### config.mk
export PLATFORM = sky130hd
export DESIGN_NAME = ifns_code_rx_buffer_29
export DESIGN_NICKNAME = d
export VERILOG_FILES = /design/src/rtl/ifns_code_rx_buffer_29.sv
export SDC_FILE = /design/constraint.sdc
export NUM_CORES = 1
export LEC_CHECK = 0
export BUFFER_PORTS_ARGS = -buffer_cell sky130_fd_sc_hd__buf_4
export CORE_AREA = 5 5 122 124
export CTS_CLUSTER_SIZE = 10
export DETAILED_ROUTE_END_ITERATION = 10
export DIE_AREA = 0 0 127 129
export RECOVER_POWER = 100
export SLEW_MARGIN = 25
export SYNTH_ARGS = -nofsm -noshare
export SYNTH_HDL_FRONTEND = slang
export SYNTH_SLANG_ARGS = --single-unit
### constraint.sdc
create_clock -name clock -period 6.55 [get_ports clock]
set_input_delay 0.655 -clock clock [delete_from_list [all_inputs] [get_ports clock]]
set_output_delay 0.655 -clock clock [all_outputs]
set_load 0.01 [all_outputs]
### src/rtl/ifns_code_rx_buffer_29.sv
// Receive-side codeword FIFO in front of the 29-bit IFNS decoder.
// Buffers link codewords, hands them out in order over valid/ready and counts overrun drops.
module ifns_code_rx_buffer_29 #(
    parameter int CODE_W = 29,
    parameter int DEPTH  = 4,
    parameter int CNT_W  = 8
) (
    input  logic                      clock,
    input  logic                      rst_n,
    input  logic                      flush,
    input  logic                      link_valid,
    input  logic [CODE_W:1]           link_code,
    output logic                      code_valid,
    input  logic                      code_ready,
    output logic [CODE_W:1]           code_out,
    output logic [$clog2(DEPTH):0]    level,
    output logic                      full,
    output logic [CNT_W-1:0]          drop_cnt,
    input  logic                      drop_clr
);

    localparam int PTR_W = $clog2(DEPTH);
    localparam int LVL_W = PTR_W + 1;

    logic [CODE_W:1]    mem [DEPTH];
    logic [PTR_W-1:0]   wr_ptr_q, wr_ptr_d;
    logic [PTR_W-1:0]   rd_ptr_q, rd_ptr_d;
    logic [LVL_W-1:0]   level_q, level_d;
    logic [CNT_W-1:0]   drop_cnt_q, drop_cnt_d;
    logic               rd_en, wr_en, drop_en;

    assign code_valid = (level_q != '0);
    assign full       = (level_q == LVL_W'(DEPTH));
    assign level      = level_q;
    assign drop_cnt   = drop_cnt_q;
    // Gating with code_valid keeps code_out at zero after reset/flush, since the RAM is not cleared.
    assign code_out   = code_valid ? mem[rd_ptr_q] : '0;

    always_comb begin
        rd_en   = code_valid && code_ready && !flush;
        // A simultaneous read frees the slot, so a full buffer still accepts the word.
        wr_en   = link_valid && !flush && (!full || rd_en);
        drop_en = link_valid && !flush && full && !rd_en;

        wr_ptr_d   = wr_ptr_q;
        rd_ptr_d   = rd_ptr_q;
        level_d    = level_q;
        drop_cnt_d = drop_cnt_q;

        if (flush) begin
            wr_ptr_d = '0;
            rd_ptr_d = '0;
            level_d  = '0;
        end else begin
            if (wr_en) wr_ptr_d = wr_ptr_q + PTR_W'(1);
            if (rd_en) rd_ptr_d = rd_ptr_q + PTR_W'(1);
            case ({wr_en, rd_en})
                2'b10:   level_d = level_q + LVL_W'(1);
                2'b01:   level_d = level_q - LVL_W'(1);
                default: level_d = level_q;
            endcase
        end

        if (drop_clr)
            drop_cnt_d = '0;
        else if (drop_en && (drop_cnt_q != {CNT_W{1'b1}}))
            drop_cnt_d = drop_cnt_q + CNT_W'(1);
    end

    always_ff @(posedge clock or negedge rst_n) begin
        if (!rst_n) begin
            wr_ptr_q   <= '0;
            rd_ptr_q   <= '0;
            level_q    <= '0;
            drop_cnt_q <= '0;
        end else begin
            wr_ptr_q   <= wr_ptr_d;
            rd_ptr_q   <= rd_ptr_d;
            level_q    <= level_d;
            drop_cnt_q <= drop_cnt_d;
        end
    end

    always_ff @(posedge clock) begin
        if (wr_en) mem[wr_ptr_q] <= link_code;
    end

endmodule

# Word level (Yosys, flattened, before mapping)
# Memory sizes are Yosys's and may differ from the RTL's.
# Index checks and enable logic that the tools add are counted.
# word_totals
reg_bits,15
mem_bits_rw,116
in_bits,35
out_inout_bits,42
n_memories,1
# classes
n_addsub,5
eq_ne,4
mux,11
n_reduce_logical,16
# memory_table
name,depth,width,rd,rd_ports_with_merged_regs,write_ports,line_no,source
mem,4,29,1,0,1,25,logic [CODE_W:1] mem [DEPTH];
# ops
operator,count
2-to-1 mux 29 bit,1
2-to-1 mux 8 bit,2
adder 8 x 1 -> 8 bit (second input constant),1
2-to-1 mux 2 bit,4
!= test 8 bit (second input constant),1
logical AND 1 bit,7
one-hot mux 3 bit (2 select lines),1
nonzero test 2 bit,3
nonzero test 3 bit,2
adder 2 x 1 -> 2 bit (second input constant),2
adder 3 x 1 -> 3 bit (second input constant),1
== test 3 bit (second input constant),1
zero test 1 bit,3
2-to-1 mux 3 bit,1
subtractor 3 x 1 -> 3 bit (second input constant),1
== test 2 x 1 -> 1 bit (second input constant),1
== test 2 bit (second input constant),1
2-to-1 mux 1 bit,2
logical OR 1 bit,1

# Longest topological paths before layout
# Gate-level depths: netlist of run 1.
# logic_depth
word_depth,8
ltp_mapped,8

# Worst setup path after synthesis of run 1
# No wires, ideal clock.
# synth_timing
path_type,input-to-reg
from,in flush
to,mem mem[0][0] (netlist bit) (enable)
setup_time_ps,389
t_arrival_ps,2004
t_required_ps,6161
slack_ps,4158
cell_stages,4
n_path_buf,1
cell_sequence,buf_6 -> nand2b_1 -> a21oi_1 -> and2_1
# synth_between
elab_chain_cells,6
# synth_rtl
element,line_no,source
start: declaration,10,"input logic flush,"
zero test 1 bit *,"40, 42",
logical AND 1 bit,40,rd_en = code_valid && code_ready && !flush;
logical OR 1 bit,42,wr_en = link_valid && !flush && (!full || rd_en);
logical AND 1 bit *,42,
2-to-1 mux 1 bit *,85,if (wr_en) mem[wr_ptr_q] <= link_code;
2-to-1 mux 1 bit (not written as such) *,85,
end: declaration,25,
# Mark *: on every way between the ends. The rest lies on a longest branch, timed or not.

# Worst setup path in the final report of run 1
# layout_timing
from,reg level_q[0] (netlist: level[0])
to,mem mem[2][10] (netlist bit) (enable)
# layout_between
elab_chain_cells,7
# layout_rtl
element,line_no,source
start: declaration,28,"logic [LVL_W-1:0] level_q, level_d;"
start signal: assignment,79,level_q <= level_d;
nonzero test 3 bit,32,assign code_valid = (level_q != '0);
logical AND 1 bit (2 in a row),40,
logical OR 1 bit *,42,
logical AND 1 bit *,42,
2-to-1 mux 1 bit *,85,
2-to-1 mux 1 bit (not written as such) *,85,
# Marked as above.

==> out/metrics.yaml, run 1 <==
outcome: "complete, but fails checks"
violations: "capacitance limit, slew limit"
cts_resized: 0
tightest_slew_ns: 2.41
synthTopCellsByArea: "edfxtp_1, mux4_2, dfrtp_1"
die_x_um: 127
post-dp-hpwl_um: 5870
antenna_cells: 0
synthArstFlopShare_pct: 11.5
overflow: 0
final_cell_mix: "edfxtp_1, clkbuf_1, and2_0, buf_4, mux4_2"
yosysUniqueCellTypes: 40
rr_endpoint: "mem[2][10]$_DFFE_PP_"
cts_made_buffers: 17
cts_setup_buffers: 0
drt_iter0_drc: 128
postSynthAreaPerCell_sq_um: 18.5
synth_top_area_share_pct: 65.4
grt_pass1_wl_um: 16300
fin_tns_setup_ns: 0
vias: 2785
cts_hold_buf: 0
fin_nets: 411
cts-htree-levels: 4
startpoint_type: "flop"
wirelength_um: 10200
ios: 77
start_util_pct: 39.0
synth_seq_area_share_pct: 72.4
area_growth_pct: 19.8
fmax_mhz: 288
die-area_sq_um: 16400
coreArea_sq_um: 13700
utilization_pct: 46.7
dpl.cell_count: 531
ir_worst_vdd_v: 0.000161
final_cells: 562
skew_ns: 0.00507
ys_ff_latch: 131
antenna_found_initial: 0
cts-root-buf: "clkbuf_16"
final_hold_viol_count: 0
grt_pass1_vias: 2987
route.detailed.drc: 0
cts_sinks: 131
crit_path_end_kind: "flop"
yosys_warnings: 0
holdCritPathClass: "input pin to async pin"
drtAntennaViolNets: 0
crit_chain: "nor3b_1 > a21oi_1 > and2_0"
p_per_area_nw_per_um2: 319
dr.pass1.iters: 4
final_common_cell: "edfxtp_1"
syn-instance-count: 288
syn-num-nets: 329
slew_headroom_pct: -60.6
rsz0062_at_grt: "no"
syn-cell-area_sq_um: 5330
wire_per_inst_um: 18.1
finalCritPeriodShare_pct: 53.1
r2r-start: "level[0]$_DFFE_PN0P_"
cp.arrival_ns: 3.45
viasPerCell: 4.96
cts.clk_slew.worst_paths_ns: 0.05
clockBufferDepth: 2
layout-drive-gt1-share_pct: 22.5
rows: 43
slew_violations: 120
critPathMaxFanout: 29
clkLatencyLatePin_ns: 0.41
p_leak_uw: 0.00213
worst_slack_ns: 3.07
reg2reg_depth: 3
crit_slowest_cell: "and2_0"
r2r_slack_ns: 3.07
cts_tree: "built"
track_usage_pct: 13.4
post-route-min-period_ns: 3.48
die_h_um: 129
synth_top_area_cell: "edfxtp_1"
n_fill_cell: 1233
worst_ep_required_time_ns: 6.53
place_ws_ns: 3.91
grt_max_degree: 32
gp_routability_congestion: 0.723
ys_dominant_reg_cell: "edfxtp_1"
critical_path.max_stage_delay_ns: 1.85
portBuffers: 76
synth_edf_count: 116
criticalPathCategory: "flop to flop"
setup_viol: 0
max_cap_viol_count: 4
==> report_power, final <==
group	switching [uW]	internal, uW	total, uW
sequential	36.4	943	980
clock	314	512	827
combinational	110	120	230
==> kinds of logic after synthesis <==
logic type                 share of synthesized area [%]
muxes                                               13.1
and+or+nand+nor                                     7.91
AOI/OAI and AO/OA                                   2.79
xor gates and xnor gates                           0.657
buffers and inverters                               1.64
adders and majority gates                           1.55
DFF                                                 72.4
==> critical path: cells and delay by family (launching register included) <==
kind	cells	cell delay [ns]
AND/OR/NAND/NOR	2	2.00
AO/OA/AOI/OAI	1	0.48
flip-flops	1	0.55
==> layer usage <==
metal,track usage [%],vias to the layer above,wire (um)
met5,0,-,0
met4,5.55,0,189
met3,4.19,17,473
met2,20.5,69,4890
met1,18.0,1404,4630
li1,-,1295,-
==> per-stage QoR <==
step           cell area (sq um)  power, uW  hold WS (ns)
3_5_place_dp                6070       1250         0.523
4_1_cts                     6580       2080        0.0704
3_3_place_gp                6070       1250         0.523
6_report                    6380       2040         0.311
2_1_floorplan               5330       1130         0.359
5_1_grt                     6380       2120         0.375
==> registers in the layout, summed over array words and instances (netlist names) <==
signal and flops:
wr_ptr_q 2, rd_ptr_q 2, level 3, mem 116
drop_cnt 8
==> synthesized netlist by cell type, drive strengths merged (2+ instances only) <==
| cell | number |
|---|---|
| edfxtp | 116 |
| and2 | 34 |
| mux4 | 29 |
| dfrtp | 15 |
| nor2 | 11 |
| a21oi | 9 |
| o21ai | 8 |
| buf | 7 |
| clkbuf | 6 |
| inv | 6 |
| ha | 5 |
| nand2 | 5 |
| nand3 | 4 |
| or3 | 4 |
| xor2 | 3 |
| mux2 | 2 |
| mux2i | 2 |
| nor3 | 2 |
| o31ai | 2 |
==> layout make-up <==
type / instances / area [sq um] / area share, %
sequential: 131 / 3860 / 60.5
multi-input combinational: 138 / 1360 / 21.4
clock buffer: 23 / 448 / 7.02
timing repair buffer: 76 / 398 / 6.23
tap: 180 / 225 / 3.53
clock inverter: 8 / 62.6 / 0.980
inverter: 6 / 22.5 / 0.353
==> worst max path at each step <==
stage                                  startpoint                   end  cells after the start
after floorplan                             flush   mem[0][0]$_DFFE_PP_                      4
after global routing         level[0]$_DFFE_PN0P_          code_out[22]                      4
after detailed placement                    flush  mem[3][22]$_DFFE_PP_                      4
after CTS                    level[0]$_DFFE_PN0P_          code_out[22]                      4
after global placement    rd_ptr_q[0]$_DFFE_PN0P_          code_out[22]                      3
final                        level[0]$_DFFE_PN0P_  mem[2][10]$_DFFE_PP_                      3
Power figures use the tool's default switching activity.
==> run 2, diff against run 1 <==
- ABC_AREA: not set -> 1
- CORE_AREA: 5 5 122 124 -> 5 5 124 126
- DIE_AREA: 0 0 127 129 -> 0 0 129 131
- clock period: 6.55 -> 2.9 ns (I/O delays scaled with it)
==> run 2 against run 1 <==
Against the previous run: the flow now finishes without violations; via count is 33% higher; critical path depth is 4 higher; clock power grew to 2.8 times the previous value; flip-flop and latch count stayed put; routed wire length is 20% higher; count of clock-buffer cells in the layout is 4 lower; largest cell class unchanged.
==> out/metrics.yaml, run 2 <==
track_usage_pct: 15.2  # +1.7 points
grt_pass1_wl_um: 19300  # +18%
die_h_um: 131  # +1.6%
cts.clk_slew.worst_paths_ns: 0.06  # about the same
worst_ep_required_time_ns: 2.86  # -3.67 ns
holdCritPathClass: "input pin to flop"
fin_tns_setup_ns: 0  # unchanged
start_util_pct: 38.7  # -0.30 points
reg2reg_depth: 7  # +4
slew_headroom_pct: 36.0  # +97 points
dr.pass1.iters: 4  # unchanged
crit_slowest_cell: "clkbuf_2"
viasPerCell: 4.88  # -1.5%
post-route-min-period_ns: 2.51  # -0.962 ns
drtAntennaViolNets: 0  # unchanged
path_buf_inv: 2  # +2
slew_violations: 0  # -100%
place_ws_ns: 0.633  # -3.28 ns
grt_max_degree: 61  # +91%
synth_seq_area_share_pct: 70.2  # -2.2 points
gp_routability_congestion: 0.821  # +13%
synth_top_area_cell: "edfxtp_1"
route.detailed.drc: 0  # unchanged
layout-drive-gt1-share_pct: 10.4  # -12 points
skew_ns: 0.00829  # +0.00323 ns
syn-cell-area_sq_um: 5500  # +3.1%
p_leak_uw: 0.00241  # +13%
vias: 3716  # +33%
die-area_sq_um: 16900  # +3.1%
cp.arrival_ns: 2.47  # -0.98 ns
antenna_cells: 0  # unchanged
setup_viol: 0  # unchanged
post-dp-hpwl_um: 7470  # +27%
wire_per_inst_um: 16.1  # -11%
synthArstFlopShare_pct: 11.5  # unchanged
crit_path_end_kind: "flop"
syn-num-nets: 522  # +59%
clockBufferDepth: 2  # unchanged
portBuffers: 76  # unchanged
antenna_found_initial: 1  # +1
drt_iter0_drc: 139  # +8.6%
coreArea_sq_um: 14200  # +3.9%
r2r_slack_ns: 0.39  # -2.69 ns
grt_pass1_vias: 3698  # +24%
ys_dominant_reg_cell: "edfxtp_1"
ios: 77  # unchanged
rows: 44  # +2.3%
critical_path.max_stage_delay_ns: 0.57  # -1.28 ns
ys_top_cells_by_count: "nor2_1, edfxtp_1, o21ai_0, nand2_1, a21oi_1"
postSynthAreaPerCell_sq_um: 11.4  # -38%
cts_made_buffers: 17  # unchanged
die_x_um: 129  # +1.6%
synthTopCellsByArea: "edfxtp_1, nor2_1, dfrtp_1"
hold_depth: 1
worst_slack_ns: 0.387  # -2.69 ns
cts_setup_buffers: 0  # unchanged
area_growth_pct: 21.1
crit_family: "simple AND/OR/NAND/NOR gates"
fin_area_sq_um: 6660  # +4.3%
fmax_mhz: 398  # +38%
wirelength_um: 12200  # +20%
critPathMaxFanout: 29  # unchanged
clkLatencyLatePin_ns: 0.41  # about the same
syn-instance-count: 481  # +67%
synth_top_area_share_pct: 63.4  # -2.0 points
cts_sinks: 131  # unchanged
r2r-start: "level[0]$_DFFE_PN0P_"
synth_most_common_cell: "nor2_1"
crit_chain: "nor2_1 > nand2_1 > inv_1 > nand2_1 > nand2_1 > nor2_4 > clkbuf_2"
yosysUniqueCellTypes: 29  # -28%
yosys_warnings: 0  # unchanged
cts-root-buf: "clkbuf_16"
outcome: "finished, final reports clean"
largest_register: "mem"
largest_reg_flops: 116  # unchanged
final_common_cell: "nor2_1"
startpoint: "level[0]$_DFFE_PN0P_"
finalCritPeriodShare_pct: 86.7  # +34 points
rsz0062_at_grt: "no"
min_to: "mem[3][19]$_DFFE_PP_"
max_cap_viol_count: 0  # -4
n_fill_cell: 1322  # +7.2%
cts-htree-levels: 4  # unchanged
cts_tree: "built"
overflow: 0  # unchanged
ir_worst_vdd_v: 0.000506  # +210%
tightest_slew_ns: 0.960  # -1.45 ns
p_per_area_nw_per_um2: 870  # +170%
placed_area_sq_um: 6320  # +4.1%
synth_edf_count: 116  # unchanged
startpoint_type: "flop"
crit_top_cell: "nand2_1"
fin_nets: 605  # +47%
hp-start: "link_code[20]"
rr_endpoint: "mem[0][3]$_DFFE_PP_"
criticalPathCategory: "flop to flop"
final_cell_mix: "nor2_1, edfxtp_1, clkbuf_1"
ys_ff_latch: 131  # unchanged
final_hold_viol_count: 0  # unchanged
## run 2: stage by stage
step                power (uW)  utilization, %  hold slack (ns)  instances
finish                    5790            46.9            0.145        761
global route              6100            46.9            0.128        761
CTS                       6110            49.2           0.0608        761
detailed placement        3740            44.5            0.162        728
global placement          3700            44.5            0.157        728
floorplan                 3050               -         -0.00559        481
## run 2: cells by family after synthesis
kind of cell    synth area share [%]
simple gates                    15.8
flops                           70.2
compound gates                  8.72
buf+inv                         3.46
fa+ha+maj                       1.50
xor+xnor                       0.319
## run 2: worst max path at each step
stage,cells after the start,end
3_5_place_dp,7,mem[3][0]$_DFFE_PP_
2_1_floorplan,6,mem[0][0]$_DFFE_PP_
6_report,7,mem[0][3]$_DFFE_PP_
3_3_place_gp,7,mem[3][0]$_DFFE_PP_
4_1_cts,6,code_out[29]
5_1_grt,7,mem[0][3]$_DFFE_PP_
## run 2: power by group
part	internal [uW]	total, uW	switching, uW
logic	346	1210	864
registers	2180	2230	51.6
clock network	1570	2350	781
total	4090	5790	1700
## run 2: repair_timing
item                       CTS  global route
setup endpoints to repair    0             0
resized for setup            0             0
hold buffers                 1             0
hold endpoints to repair    15             0
## run 2: area by class of cell
cell class | count | area [sq um] | area share [%]
clock buffer | 19 | 453 | 6.81
clock inverter | 13 | 205 | 3.08
inverter | 22 | 82.6 | 1.24
multi-input combinational | 305 | 1450 | 21.8
sequential | 131 | 3860 | 58.0
tap | 184 | 230 | 3.46
timing repair buffer | 87 | 375 | 5.64
## run 2: metal layers
metal  wire length (um)  part of all wire [%]  up-vias  global-route usage (%)
met5                  7                 0.057        -                       0
met4                146                   1.2        2                    4.94
met3                664                   5.4       16                    5.65
met2               5900                    48       84                    24.9
met1               5520                    45     1781                    18.7
li1                   -                     -     1833                       -
